### config.mk
export PLATFORM = sky130hd
export DESIGN_NAME = hazard_stall_unit_flat
export DESIGN_NICKNAME = d
export VERILOG_FILES = /design/src/rtl/hazard_stall_unit_pkg.sv /design/src/rtl/hazard_stall_unit_if.sv /design/src/rtl/hazard_stall_unit_sat_counter.sv /design/src/rtl/hazard_stall_unit.sv /design/src/flat_wrapper.sv
export SDC_FILE = /design/constraint.sdc
export NUM_CORES = 1
export LEC_CHECK = 0
export ABC_AREA = 1
export BUFFER_PORTS_ARGS = -buffer_cell sky130_fd_sc_hd__buf_4
export CORE_ASPECT_RATIO = 0.6
export CORE_UTILIZATION = 45
export CTS_CLUSTER_DIAMETER = 120
export DETAILED_ROUTE_END_ITERATION = 6
export GPL_ROUTABILITY_DRIVEN = 0
export GPL_TIMING_DRIVEN = 0
export MAX_ROUTING_LAYER = met4
export PLACE_DENSITY = 0.82
export SYNTH_ARGS = -nofsm -noshare
export SYNTH_HDL_FRONTEND = slang
export SYNTH_SLANG_ARGS = --single-unit
### constraint.sdc
create_clock -name clk -period 1.5 [get_ports clk]
set_input_delay 0.45 -clock clk [delete_from_list [all_inputs] [get_ports clk]]
set_output_delay 0.45 -clock clk [all_outputs]
set_load 0.1 [all_outputs]
### src/rtl/hazard_stall_unit_pkg.sv
// Shared pipeline definitions: stall FSM states and control-word constants.
package pipe_pkg;
  typedef enum logic [0:0] {RUN = 1'b0, HOLD = 1'b1} state_e;
  localparam int CTRL_W = 8;
  localparam logic [CTRL_W-1:0] BUBBLE = 8'h00;
  localparam int DEF_REG_AW = 3;
endpackage

### src/rtl/hazard_stall_unit_if.sv
// ID/EX hazard inputs and front-end control outputs of the stall unit.
interface hazard_stall_unit_if #(
    parameter int REG_AW = pipe_pkg::DEF_REG_AW,
    parameter int CNT_W  = 16
);
    logic [REG_AW-1:0] id_rs;
    logic [REG_AW-1:0] id_rt;
    logic              id_use_rs;
    logic              id_use_rt;
    logic              ex_mem_read;
    logic [REG_AW-1:0] ex_rd;
    logic              mem_busy;
    logic              branch_taken;
    logic              st;
    logic              pc_we;
    logic              ifid_we;
    logic              ifid_flush;
    logic [CNT_W-1:0]  stall_count;

    modport master (
        output id_rs, id_rt, id_use_rs, id_use_rt, ex_mem_read, ex_rd,
               mem_busy, branch_taken,
        input  st, pc_we, ifid_we, ifid_flush, stall_count
    );

    modport slave (
        input  id_rs, id_rt, id_use_rs, id_use_rt, ex_mem_read, ex_rd,
               mem_busy, branch_taken,
        output st, pc_we, ifid_we, ifid_flush, stall_count
    );
endinterface

### src/rtl/hazard_stall_unit_sat_counter.sv
// Saturating up-counter with synchronous clear; shared by perf counters.
module sat_counter #(
    parameter int CNT_W = 16
) (
    input  logic             clk,
    input  logic             clr,
    input  logic             inc,
    output logic [CNT_W-1:0] q
);
    always_ff @(posedge clk) begin
        if (clr)
            q <= '0;
        else if (inc && (q != '1))
            q <= q + CNT_W'(1);
    end
endmodule

### src/rtl/hazard_stall_unit.sv
// Load-use / branch hazard control: drives the bubble select and front-end
// write enables, holding the front end for LOAD_STALL cycles per load-use.
module hazard_stall_unit
    import pipe_pkg::*;
#(
    parameter int REG_AW      = DEF_REG_AW,
    parameter int LOAD_STALL  = 2,
    parameter int ZERO_REG_EN = 1,
    parameter int CNT_W       = 16
) (
    input logic                 clk,
    input logic                 rst_n,
    hazard_stall_unit_if.slave  bus
);
    localparam logic [0:0] S_RUN  = RUN;
    localparam logic [0:0] S_HOLD = HOLD;

    logic [0:0] state, state_d;
    logic [3:0] rem, rem_d;
    logic       hz;
    logic       st, pc_we, ifid_we, ifid_flush;

    always_comb begin
        hz = bus.ex_mem_read &
             ((bus.id_use_rs & (bus.id_rs == bus.ex_rd)) |
              (bus.id_use_rt & (bus.id_rt == bus.ex_rd))) &
             !((ZERO_REG_EN != 0) && (bus.ex_rd == '0));
    end

    // Priority: reset > branch > HOLD > hazard > normal flow.
    always_comb begin
        st         = 1'b0;
        pc_we      = 1'b1;
        ifid_we    = 1'b1;
        ifid_flush = 1'b0;
        state_d    = state;
        rem_d      = rem;
        if (!rst_n) begin
            st      = 1'b1;
            pc_we   = 1'b0;
            ifid_we = 1'b0;
            state_d = S_RUN;
            rem_d   = '0;
        end else if (bus.branch_taken) begin
            // Wrong-path ID instruction: its hazard is irrelevant.
            st         = 1'b1;
            ifid_flush = 1'b1;
            ifid_we    = 1'b0;
            state_d    = S_RUN;
            rem_d      = '0;
        end else if (state == S_HOLD) begin
            st      = 1'b1;
            pc_we   = 1'b0;
            ifid_we = 1'b0;
            if (!bus.mem_busy) begin
                if (rem == 4'd1) begin
                    state_d = S_RUN;
                    rem_d   = '0;
                end else begin
                    rem_d = rem - 4'd1;
                end
            end
        end else if (hz) begin
            st      = 1'b1;
            pc_we   = 1'b0;
            ifid_we = 1'b0;
            if (LOAD_STALL > 1) begin
                state_d = S_HOLD;
                rem_d   = 4'(LOAD_STALL - 1);
            end
        end
    end

    always_ff @(posedge clk) begin
        state <= state_d;
        rem   <= rem_d;
    end

    sat_counter #(.CNT_W(CNT_W)) u_stall_cnt (
        .clk (clk),
        .clr (!rst_n),
        .inc (st & rst_n),
        .q   (bus.stall_count)
    );

    assign bus.st         = st;
    assign bus.pc_we      = pc_we;
    assign bus.ifid_we    = ifid_we;
    assign bus.ifid_flush = ifid_flush;
endmodule
### src/flat_wrapper.sv
// flat-port wrapper written by rule: the top's interface ports become plain ports
module hazard_stall_unit_flat import pipe_pkg::*;
#(
    parameter int REG_AW      = DEF_REG_AW,
    parameter int LOAD_STALL  = 2,
    parameter int ZERO_REG_EN = 1,
    parameter int CNT_W       = 16
)
  (clk, rst_n, bus_id_rs, bus_id_rt, bus_id_use_rs, bus_id_use_rt, bus_ex_mem_read, bus_ex_rd, bus_mem_busy, bus_branch_taken, bus_st, bus_pc_we, bus_ifid_we, bus_ifid_flush, bus_stall_count);
  hazard_stall_unit_if #(.REG_AW(REG_AW), .CNT_W(CNT_W)) bus_i ();
  input logic clk;
  input logic rst_n;
  input wire logic [$bits(bus_i.id_rs)-1:0] bus_id_rs;
  input wire logic [$bits(bus_i.id_rt)-1:0] bus_id_rt;
  input wire logic [$bits(bus_i.id_use_rs)-1:0] bus_id_use_rs;
  input wire logic [$bits(bus_i.id_use_rt)-1:0] bus_id_use_rt;
  input wire logic [$bits(bus_i.ex_mem_read)-1:0] bus_ex_mem_read;
  input wire logic [$bits(bus_i.ex_rd)-1:0] bus_ex_rd;
  input wire logic [$bits(bus_i.mem_busy)-1:0] bus_mem_busy;
  input wire logic [$bits(bus_i.branch_taken)-1:0] bus_branch_taken;
  output wire logic [$bits(bus_i.st)-1:0] bus_st;
  output wire logic [$bits(bus_i.pc_we)-1:0] bus_pc_we;
  output wire logic [$bits(bus_i.ifid_we)-1:0] bus_ifid_we;
  output wire logic [$bits(bus_i.ifid_flush)-1:0] bus_ifid_flush;
  output wire logic [$bits(bus_i.stall_count)-1:0] bus_stall_count;
  assign bus_i.id_rs = bus_id_rs;
  assign bus_i.id_rt = bus_id_rt;
  assign bus_i.id_use_rs = bus_id_use_rs;
  assign bus_i.id_use_rt = bus_id_use_rt;
  assign bus_i.ex_mem_read = bus_ex_mem_read;
  assign bus_i.ex_rd = bus_ex_rd;
  assign bus_i.mem_busy = bus_mem_busy;
  assign bus_i.branch_taken = bus_branch_taken;
  assign bus_st = bus_i.st;
  assign bus_pc_we = bus_i.pc_we;
  assign bus_ifid_we = bus_i.ifid_we;
  assign bus_ifid_flush = bus_i.ifid_flush;
  assign bus_stall_count = bus_i.stall_count;
  hazard_stall_unit #(.REG_AW(REG_AW), .LOAD_STALL(LOAD_STALL), .ZERO_REG_EN(ZERO_REG_EN), .CNT_W(CNT_W)) u_core (.clk(clk), .rst_n(rst_n), .bus(bus_i));
endmodule
# Yosys cells after proc, flatten, opt, wreduce, memory -nomap -nowiden
# Cells that the tools add are included.
[word_totals]
regBits = 21
input_bits = 16
out_inout_bits = 20
elab_cells = 42
[classes]
addsub = 2
n_eq_ne = 5
mux = 19
bitwise = 7
n_reduce_logical = 6
[ops]
columns = ["op", "n"]
rows = [
  ["$add 16x1->16 const B", 1],
  ["$mux 4", 4],
  ["$ne 16x16->1 const B", 1],
  ["$mux 1", 15],
  ["$eq 3x3->1", 2],
  ["$and 1x1->1", 5],
  ["$eq 4x1->1 const B", 1],
  ["$sub 4x1->4 const B", 1],
  ["$logic_not 3->1", 1],
  ["$ne 2x2->1 const B", 1],
  ["$reduce_and 2->1", 1],
  ["$reduce_bool 2->1", 1],
  ["$reduce_or 2->1", 1],
  ["$logic_and 1x1->1", 1],
  ["$logic_not 1->1", 1],
  ["$not 1->1", 1],
  ["$or 1x1->1", 1],
]

# Depth between registers and ports, before layout
# Gate-level depths: netlist of run 1.
[depth]
ltp_word = 11
depth_mapped = 14
depth_no_buf = 14

# Modules after synthesis
# Synthesis of run 1 repeated with hierarchy kept, for this count alone.
[unflattened]
hier_cells = 232
hier_area_um2 = 1388.8
[by_module_without_submodules]
columns = ["mod", "n_inst", "cells_each", "area_each_um2", "seq_area_each_um2"]
rows = [
  ["sat_counter", 1, 149, 929.6, 320.3],
  ["hazard_stall_unit", 1, 83, 459.2, 100.1],
]

# Worst setup path after synthesis of run 1
# OpenSTA, ideal clock, no wires.
[synth_timing]
kind = "input port to output port"
from = "input port bus_ex_rd[0]"
to = "output port bus_st"
t_arrival_ps = 3149
required_ps = 1050
path_slack_ps = -2099
cell_stages = 5
path_buffers = 0
cell_sequence = "o31a_1 -> nand2_2 -> nand2_1 -> nor2_1 -> inv_1"
[synth_via]
elab_chain_cells = 9
elab_cells_between_ends = 13
cone_classes = "2 x eq/ne; 4 x mux; 5 x bitwise; 2 x reduce/logical"
[synth_lines]
columns = ["item", "line", "text"]
rows = [
  ["start, declared", "flat_wrapper.sv:18", "input wire logic [$bits(bus_i.ex_rd)-1:0] bus_ex_rd;"],
  ["$eq 3x3->1 (on tied branches)", "hazard_stall_unit.sv:25, hazard_stall_unit.sv:26", ""],
  ["$and 1x1->1 (on tied branches)", "hazard_stall_unit.sv:25, hazard_stall_unit.sv:26", ""],
  ["$or 1x1->1", "hazard_stall_unit.sv:25", "((bus.id_use_rs & (bus.id_rs == bus.ex_rd)) |"],
  ["$and 1x1->1", "hazard_stall_unit.sv:24", "hz = bus.ex_mem_read &"],
  ["$and 1x1->1 (*)", "hazard_stall_unit.sv:26", "(bus.id_use_rt & (bus.id_rt == bus.ex_rd))) &"],
  ["$mux 1 (*)", "hazard_stall_unit.sv:63", "end else if (hz) begin"],
  ["$mux 1 (*)", "hazard_stall_unit.sv:51", "end else if (state == S_HOLD) begin"],
  ["$mux 1 (*)", "hazard_stall_unit.sv:44", "end else if (bus.branch_taken) begin"],
  ["$mux 1 (*)", "hazard_stall_unit.sv:38", "if (!rst_n) begin"],
  ["end, declared", "flat_wrapper.sv:21", "output wire logic [$bits(bus_i.st)-1:0] bus_st;"],
]
# Every way passes the cells marked *; elsewhere a longest branch is shown, timed or not.

# Worst setup path after layout of run 1
# Same ends and word-level chain as after synthesis.

==> results of run 1 <==
## worst register-to-register path, cell delays in order (launching register included)
cell	delay, ns
dfxtp_4	0.38
ha_4	0.16
nand2_4	0.07
nor3_4	0.20
nand4_1	0.12
nor2_1	0.22
nand3_2	0.10
nand2_1	0.07
nand2_1	0.05
nor2_1	0.11
## cells in the mapped netlist (all sizes together)
cell	instances
inv	46
o31ai	1
nor3	4
nand3	18
and2	1
nand2	79
nand3b	1
o31a	1
xor2	3
ha	3
o21a	1
dfxtp	21
a31oi	1
buf	5
nor2	36
a21oi	9
o21ai	4
nand4	9
## kinds of logic (layout without fill, tap and decap cells)
logic type	Yosys count	after routing	synth area share
buffers and inverters	51	104	0.142
AO/OA/AOI/OAI	17	17	0.0654
XOR/XNOR	3	3	0.0181
AND/OR/NAND/NOR	148	148	0.460
adder cells (fa/ha/maj)	3	3	0.0258
flip-flops	21	21	0.289
## worst min path at each step
stage | startpoint | endpoint | slack, ns
floorplan | u_core.rem[3] | u_core.rem[3] | 0.44
global placement | u_core.rem[1] | u_core.rem[1] | 0.45
detailed placement | u_core.rem[1] | u_core.rem[1] | 0.46
CTS | u_core.rem[1] | u_core.rem[1] | 0.47
global route | u_core.rem[3] | u_core.rem[3] | 0.52
finish | u_core.rem[1] | u_core.rem[1] | 0.46
## area by class of cell
cell class | instances | area, um2 | share of cell area
Timing Repair Buffer | 49 | 467 | 0.199
Clock inverter | 1 | 5.00 | 0.00213
Sequential cell | 21 | 480 | 0.204
Clock buffer | 3 | 41.3 | 0.0176
Multi-Input combinational cell | 171 | 1060 | 0.453
Tap cell | 42 | 52.6 | 0.0224
Inverter | 46 | 189 | 0.0804
Buffer | 5 | 51.3 | 0.0218
## state kept, by name (all words and copies together), names as in the netlist
signal,flops
u_core.u_stall_cnt.q,16
u_core.state,1
u_core.rem,4
## through the flow
| step | hold WS (ns) | power, mW |
|---|---|---|
| 6_report | 0.464 | 1.47 |
| 5_1_grt | 0.521 | 1.53 |
| 4_1_cts | 0.469 | 1.39 |
| 3_5_place_dp | 0.458 | 0.980 |
| 3_3_place_gp | 0.453 | 0.975 |
| 2_1_floorplan | 0.441 | 0.881 |
## metal layers
layer	wire length, um	track usage	share of wire	vias up
met1	2050	0.349	0.43	819
met2	2180	0.389	0.46	92
met5	0	-	0	-
met4	71	0.0741	0.015	0
met3	426	0.0531	0.090	10
li1	-	-	-	862
## power by group through the flow
stage,Clock (mW),Combinational [mW],Sequential (mW)
6_report,0.384,0.511,0.573
3_5_place_dp,0,0.393,0.588
3_3_place_gp,0,0.388,0.587
4_1_cts,0.392,0.419,0.574
2_1_floorplan,0,0.204,0.677
5_1_grt,0.417,0.542,0.575
## timing repair
action | in CTS | in global routing
pin swaps | 13 | 26
gates cloned | 0 | 2
setup buffers | 7 | 5
gates resized for setup | 18 | 42
endpoints found under the setup margin | 5 | 22
==> results_dict.tcl, run 1 <==
set metrics [dict create \
    outcome "finished, violations left" \
    violations "setup timing" \
    slew_viol_final 0 \
    maxSlewHeadroom 0.708 \
    cp_max_fo 5 \
    ir_drop_v 0.000438 \
    synth_area_leaders "dfxtp_1, nand2_1, inv_1" \
    place_ws_ns -0.531 \
    num_rows 15 \
    fin_ws_ns -0.416 \
    final_area_um2 2350 \
    syn_area_um2 1460 \
    synthesis.nets 262 \
    yosysWarningCount 0 \
    crit_family "simple AND/OR/NAND/NOR gates" \
    hold_buffers 0 \
    rsz0062_at_grt "true" \
    dp_hpwl_um 2750 \
    cap_violations 0 \
    end_kind "primary output" \
    wire_per_inst_um 14.0 \
    p_int_uw 921 \
    setup_viol 18 \
    syn_inst 243 \
    cellPowerDensity_nw_per_um2 624 \
    placedCellCount 320 \
    clock_sinks 21 \
    hold_path.class "reg2reg" \
    finalWirelength_um 4730 \
    synth_seq_cells 21 \
    cts_tree "done" \
    synth_area_leader_cell "dfxtp_1" \
    first_iter_violations 179 \
    n_antenna_cell 0 \
    die_x_um 75.4 \
    synth.top_cell.area_share 0.289 \
    p_leak_nw 1.14 \
    final_cells 338 \
    layout_commonest_cell "nand2_1" \
    drcViolationCount 0 \
    n_fill_cell 207 \
    cp.arrival_ns 1.47 \
    tightest_slew_ns 0.435 \
    grt_pass1_vias 1498 \
    crit_type "in2out" \
    cts-root-buf "clkbuf_8" \
    layout-drive-gt1-share 0.459 \
    reg2reg_depth 9 \
    rr_endpoint "u_core.u_stall_cnt.q[14]" \
    grt_overflow 0 \
    synth_cell_types 28 \
    seqPwrFrac 0.390 \
    p_sw_uw 546 \
    comb_power_share 0.348 \
    utilization 0.793 \
    path_cells "buf_4 > nor2_2 > nor2_2 > nand2_1 > nand2_2 > nand2_4 > nand2_4 > nor2_4 > inv_2 > buf_12" \
    core_area_um2 2970 \
    min_period_over_period 1.28 \
    clock.fmax_mhz 522 \
    start_kind "input pin" \
    htree_levels 1 \
    dr.pass1.iters 5 \
    tns_ns -2.32 \
    finalHoldViolations 0 \
    viasPerCell 5.28 \
    final_cell_mix "nand2_1, buf_4, inv_1" \
    syn_avg_cell_area_um2 5.99 \
    numCtsBuffers 3 \
    switching_share 0.372 \
    antenna_found_initial 0 \
    dpl_cell_area_um2 1950 \
    slowest_delay_ns 0.16 \
    fp.dieArea_um2 3470 \
    grt_max_degree 13 \
    cp_slowest_cell "buf_12" \
    io_buffer_count 35 \
    worst-path-stages 10 \
    min_period_ns 1.92 \
    grt_usage 0.258 \
    start_util 0.491 \
    vias 1783 \
    synthToLayoutAreaGrowth_pct 61.6 \
    p_clk_frac 0.262 \
    required_ns 1.05 \
    crit_end "bus_st" \
    r2r-start "u_core.u_stall_cnt.q[0]" \
    crit_start "bus_ex_rd[0]" \
    layout.nets 316 \
    grt_pass1_wl_um 6480 \
    die_h_um 46.0 \
    regToRegSetupSlack_ns -0.06 \
    clockBufferDepth 2 \
    path_clk_slew_ns 0.08 \
    insertion_delay_ns 0.26 \
    ios 36 \
    hold_depth 2 \
    fin_worst_skew_ns 0.00135 \
    antenna_left 0 \
    synth-seq-area-share 0.289 \
    crit_buf_inv 3 \
]
No activity file was read; power rests on OpenSTA's default activity.
==> inputs of run 2 (changes only) <==
Settings changed: TNS_END_PERCENT set to 1.
==> results_dict.tcl, run 2 (synthesis results as in run 1) <==
set metrics [dict create \
    core_area_um2 2970 \
    grt_pass1_wl_um 6030 \
    grt_max_degree 13 \
    end_kind "primary output" \
    drcViolationCount 0 \
    grt_overflow 0 \
    place_ws_ns -0.558 \
    dpl_cell_area_um2 1780 \
    rsz0062_at_grt "true" \
    antenna_found_initial 0 \
    path_clk_slew_ns 0.08 \
    num_rows 15 \
    largest-register "u_core.u_stall_cnt.q" \
    finalHoldViolations 0 \
    clock.fmax_mhz 535 \
    largest_register_ffs 16 \
    ios 36 \
    finalWirelength_um 3750 \
    grt_usage 0.244 \
    final_cell_mix "nand2_1, inv_1, nor2_1, buf_4" \
    violations "setup timing" \
    p_leak_nw 1.01 \
    start_kind "input pin" \
    cp_max_fo 4 \
    min_period_ns 1.87 \
    required_ns 1.05 \
    n_fill_cell 280 \
    maxSlewHeadroom 0.722 \
    tns_ns -1.16 \
    fin_ws_ns -0.371 \
    reg_top3 "u_core.u_stall_cnt.q (16), u_core.rem (4), u_core.state (1)" \
    layout.nets 305 \
    die_h_um 46.0 \
    outcome "finished, violations left" \
    dp_hpwl_um 2750 \
    cts-root-buf "clkbuf_8" \
    fin_worst_skew_ns 0.000858 \
    wire_per_inst_um 11.5 \
    start_util 0.491 \
    grt_pass1_vias 1284 \
    clockBufferDepth 2 \
    utilization 0.679 \
    cap_violations 0 \
    slew_viol_final 0 \
    cellPowerDensity_nw_per_um2 696 \
    setup_viol 5 \
    final_area_um2 2010 \
    first_iter_violations 116 \
    clock_sinks 21 \
    hold_path.class "reg2reg" \
    tightest_slew_ns 0.414 \
    antenna_left 0 \
    crit_type "in2out" \
    die_x_um 75.4 \
    insertion_delay_ns 0.26 \
    n_antenna_cell 0 \
    layout-drive-gt1-share 0.284 \
    viasPerCell 4.77 \
    cp.arrival_ns 1.42 \
    ir_drop_v 0.000653 \
    layout_commonest_cell "nand2_1" \
    fp.dieArea_um2 3470 \
    dr.pass1.iters 4 \
    synthToLayoutAreaGrowth_pct 38.4 \
    cts_tree "done" \
    htree_levels 1 \
    numCtsBuffers 3 \
    min_period_over_period 1.25 \
    vias 1561 \
    io_buffer_count 35 \
]
## run 2: cell count changes in the layout (fill, tap and decap cells not counted), moves of 7 or more
cell and change:
nand2_1 +9, nand3_1 +7, buf_4 -8, dfxtp_4 -14
dfxtp_1 +10, nor2_1 +8
## run 2: cell type report
cell class	count	area, um2	area share
buffer	5	43.8	0.0217
timing repair buffer	38	337	0.167
tap	42	52.6	0.0261
clock inverter	1	5.00	0.00248
clock buffer	3	41.3	0.0205
inverter	46	178	0.0882
sequential	21	433	0.215
multi-input combinational	171	925	0.459
## run 2: repair_timing
action	in CTS	in global routing
endpoints found under the setup margin	19	26
hold buffers	0	0
resized for setup	32	16
pin swaps	7	9
buffers inserted	2	1
## run 2: worst max-delay path, stage by stage
cell,delay [ns]
buf_8,0.10
o31a_1,0.33
nand2_4,0.10
nand2_4,0.07
nor2_4,0.15
inv_2,0.06
buf_12,0.16
## run 2: final timing paths
check             slack, ns                 endpoint  cells after the start               startpoint
setup / recovery      -0.37                   bus_st                      7             bus_ex_rd[2]
hold / removal         0.47            u_core.rem[3]                      2            u_core.rem[3]
setup reg to reg      -0.05  u_core.u_stall_cnt.q[8]                     11  u_core.u_stall_cnt.q[0]
hold reg to reg        0.47            u_core.rem[3]                      2            u_core.rem[3]
## run 2: metal layers
| layer | vias up | track usage | wire length (um) |
|---|---|---|---|
| li1 | 838 | - | - |
| met1 | 681 | 0.360 | 2000 |
| met2 | 40 | 0.346 | 1530 |
| met3 | 2 | 0.0553 | 200 |
| met4 | 0 | 0.0222 | 12 |
| met5 | - | - | 0 |
## run 2: stage by stage
| stage | std cells | power, mW | hold slack (ns) |
|---|---|---|---|
| 4_1_cts | 326 | 1.39 | 0.474 |
| 3_3_place_gp | 320 | 0.966 | 0.451 |
| 3_5_place_dp | 320 | 0.972 | 0.462 |
| 2_1_floorplan | 243 | 0.873 | 0.441 |
| 5_1_grt | 327 | 1.46 | 0.488 |
| 6_report | 327 | 1.40 | 0.473 |
## run 2: power by group
part           leakage [nW]  total [mW]  internal, mW  switching, mW
clock                0.0255       0.383         0.185          0.198
combinational         0.810       0.426         0.139          0.287
sequential            0.173       0.593         0.574         0.0192
total                  1.01        1.40         0.898          0.504
==> inputs of run 3 (changes only) <==
Settings changed: CORE_MARGIN set to 8, SETUP_SLACK_MARGIN set to 0.5.
Clock period 1.5 ns to 1.55 ns, I/O delays scaled along.
==> results_dict.tcl, run 3 (synthesis results as in run 1) <==
set metrics [dict create \
    finalHoldViolations 0 \
    antenna_left 0 \
    dp_hpwl_um 2830 \
    final_area_um2 2190 \
    fp.dieArea_um2 5370 \
    grt_pass1_wl_um 6860 \
    start_kind "input pin" \
    die_h_um 60.0 \
    layout.nets 304 \
    comb_power_share 0.319 \
    p_int_uw 888 \
    fin_worst_skew_ns 0.00606 \
    tightest_slew_ns 0.474 \
    path_clk_slew_ns 0.09 \
    numCtsBuffers 3 \
    die_x_um 89.4 \
    crit_buf_inv 3 \
    final_cells 329 \
    largest_register_ffs 16 \
    placedCellCount 323 \
    hold_path.class "reg2reg" \
    final_cell_mix "nand2_1, inv_1, nor2_1" \
    switching_share 0.364 \
    viasPerCell 5.07 \
    dpl_cell_area_um2 1790 \
    cp.arrival_ns 1.45 \
    path_cells "buf_8 > o31a_1 > nand2_4 > nand2_4 > nor2_4 > inv_2 > buf_12" \
    ir_drop_v 0.000701 \
    cpMostUsedCell "nand2_4" \
    cp_max_fo 5 \
    rsz0062_at_grt "true" \
    dr.pass1.iters 4 \
    start_util 0.460 \
    ios 36 \
    utilization 0.692 \
    cts_tree "done" \
    maxSlewHeadroom 0.682 \
    cap_violations 0 \
    grt_overflow 0 \
    p_leak_nw 1.05 \
    end_kind "primary output" \
    min_period_ns 1.92 \
    outcome "finished, violations left" \
    crit_family "compound AO/OA/AOI/OAI gates" \
    grt_pass1_vias 1501 \
    io_buffer_count 35 \
    required_ns 1.08 \
    core_area_um2 3160 \
    clock.fmax_mhz 521 \
    finalWirelength_um 4310 \
    grt_usage 0.168 \
    layout_commonest_cell "nand2_1" \
    slowest_delay_ns 0.34 \
    min_period_over_period 1.24 \
    clockBufferDepth 2 \
    p_clk_frac 0.274 \
    htree_levels 1 \
    clock_sinks 21 \
    seqPwrFrac 0.407 \
    drcViolationCount 0 \
    wire_per_inst_um 13.1 \
    antenna_found_initial 0 \
    largest-register "u_core.u_stall_cnt.q" \
    layout-drive-gt1-share 0.310 \
    fin_ws_ns -0.369 \
    grt_util_met3 0.0370 \
    crit_type "in2out" \
    violations "setup timing" \
    cp_slowest_cell "o31a_1" \
    synthToLayoutAreaGrowth_pct 50.4 \
    setup_viol 6 \
    slew_viol_final 0 \
    cellPowerDensity_nw_per_um2 638 \
    busiest_layer "met2" \
    num_rows 16 \
    grt_util_met2 0.272 \
    insertion_delay_ns 0.27 \
    first_iter_violations 207 \
    p_sw_uw 508 \
    hold_buffers 0 \
    crit_start "bus_ex_rd[0]" \
    r2r-start "u_core.u_stall_cnt.q[13]" \
    min_from "u_core.rem[1]" \
    grt_util_met1 0.208 \
    grt_max_degree 13 \
    vias 1669 \
    reg_top3 "u_core.u_stall_cnt.q (16), u_core.rem (4), u_core.state (1)" \
    n_antenna_cell 0 \
    cts-root-buf "clkbuf_8" \
]
run 3: cell count changes in the layout (fill, tap and decap cells not counted), sizes merged:
cell,change
buf,-1
run 3: routing by layer:
metal  part of all wire  vias to the layer above
met2               0.48                       57
met3              0.060                        8
met1               0.45                      770
met4              0.015                        0
met5                  0                        -
li1                   -                      834
run 3: power by group through the flow:
stage | clock, mW | combinational (mW) | sequential (mW)
floorplan | 0 | 0.179 | 0.666
global placement | 0 | 0.358 | 0.580
detailed placement | 0 | 0.360 | 0.580
CTS | 0.378 | 0.419 | 0.570
global route | 0.407 | 0.473 | 0.571
finish | 0.383 | 0.445 | 0.568
run 3: layout make-up:
| class | instances | area (um2) |
|---|---|---|
| timing repair buffer | 37 | 485 |
| multi-input combinational | 171 | 927 |
| tap | 45 | 56.3 |
| clock buffer | 3 | 41.3 |
| buffer | 5 | 47.5 |
| clock inverter | 1 | 5.00 |
| fill | 259 | 975 |
| inverter | 46 | 175 |
| sequential | 21 | 450 |
run 3: stage by stage:
step	setup TNS [ns]	total power, mW	hold WS, ns	setup WS, ns
after floorplan	-13.24	0.845	0.441	-0.992
after global placement	-2.96	0.938	0.449	-0.505
after detailed placement	-3.32	0.940	0.460	-0.508
after CTS	-0.998	1.37	0.472	-0.328
after global routing	-2.66	1.45	0.485	-0.414
final	-1.12	1.40	0.469	-0.369
run 3: tightest hold or removal path: cells and delay by family, from the launching register on:
family	cells	cell delay [ns]
flip-flops	1	0.32
AND/OR/NAND/NOR	1	0.06
AO/OA/AOI/OAI	1	0.05
run 3: path summary, 6_finish.rpt:
path	endpoint	slack [ns]	cells after the start
worst min register to register	u_core.rem[1]	0.47	2
worst max register to register	u_core.u_stall_cnt.q[8]	-0.04	10
worst min-delay path	u_core.rem[1]	0.47	2
worst max-delay path	bus_st	-0.37	7
run 3: what timing repair did:
| action | 4_1_cts | 5_1_grt |
|---|---|---|
| endpoints found under the setup margin | 41 | 41 |
| pin swaps | 20 | 16 |
| resized for setup | 79 | 21 |
| setup buffers | 2 | 0 |
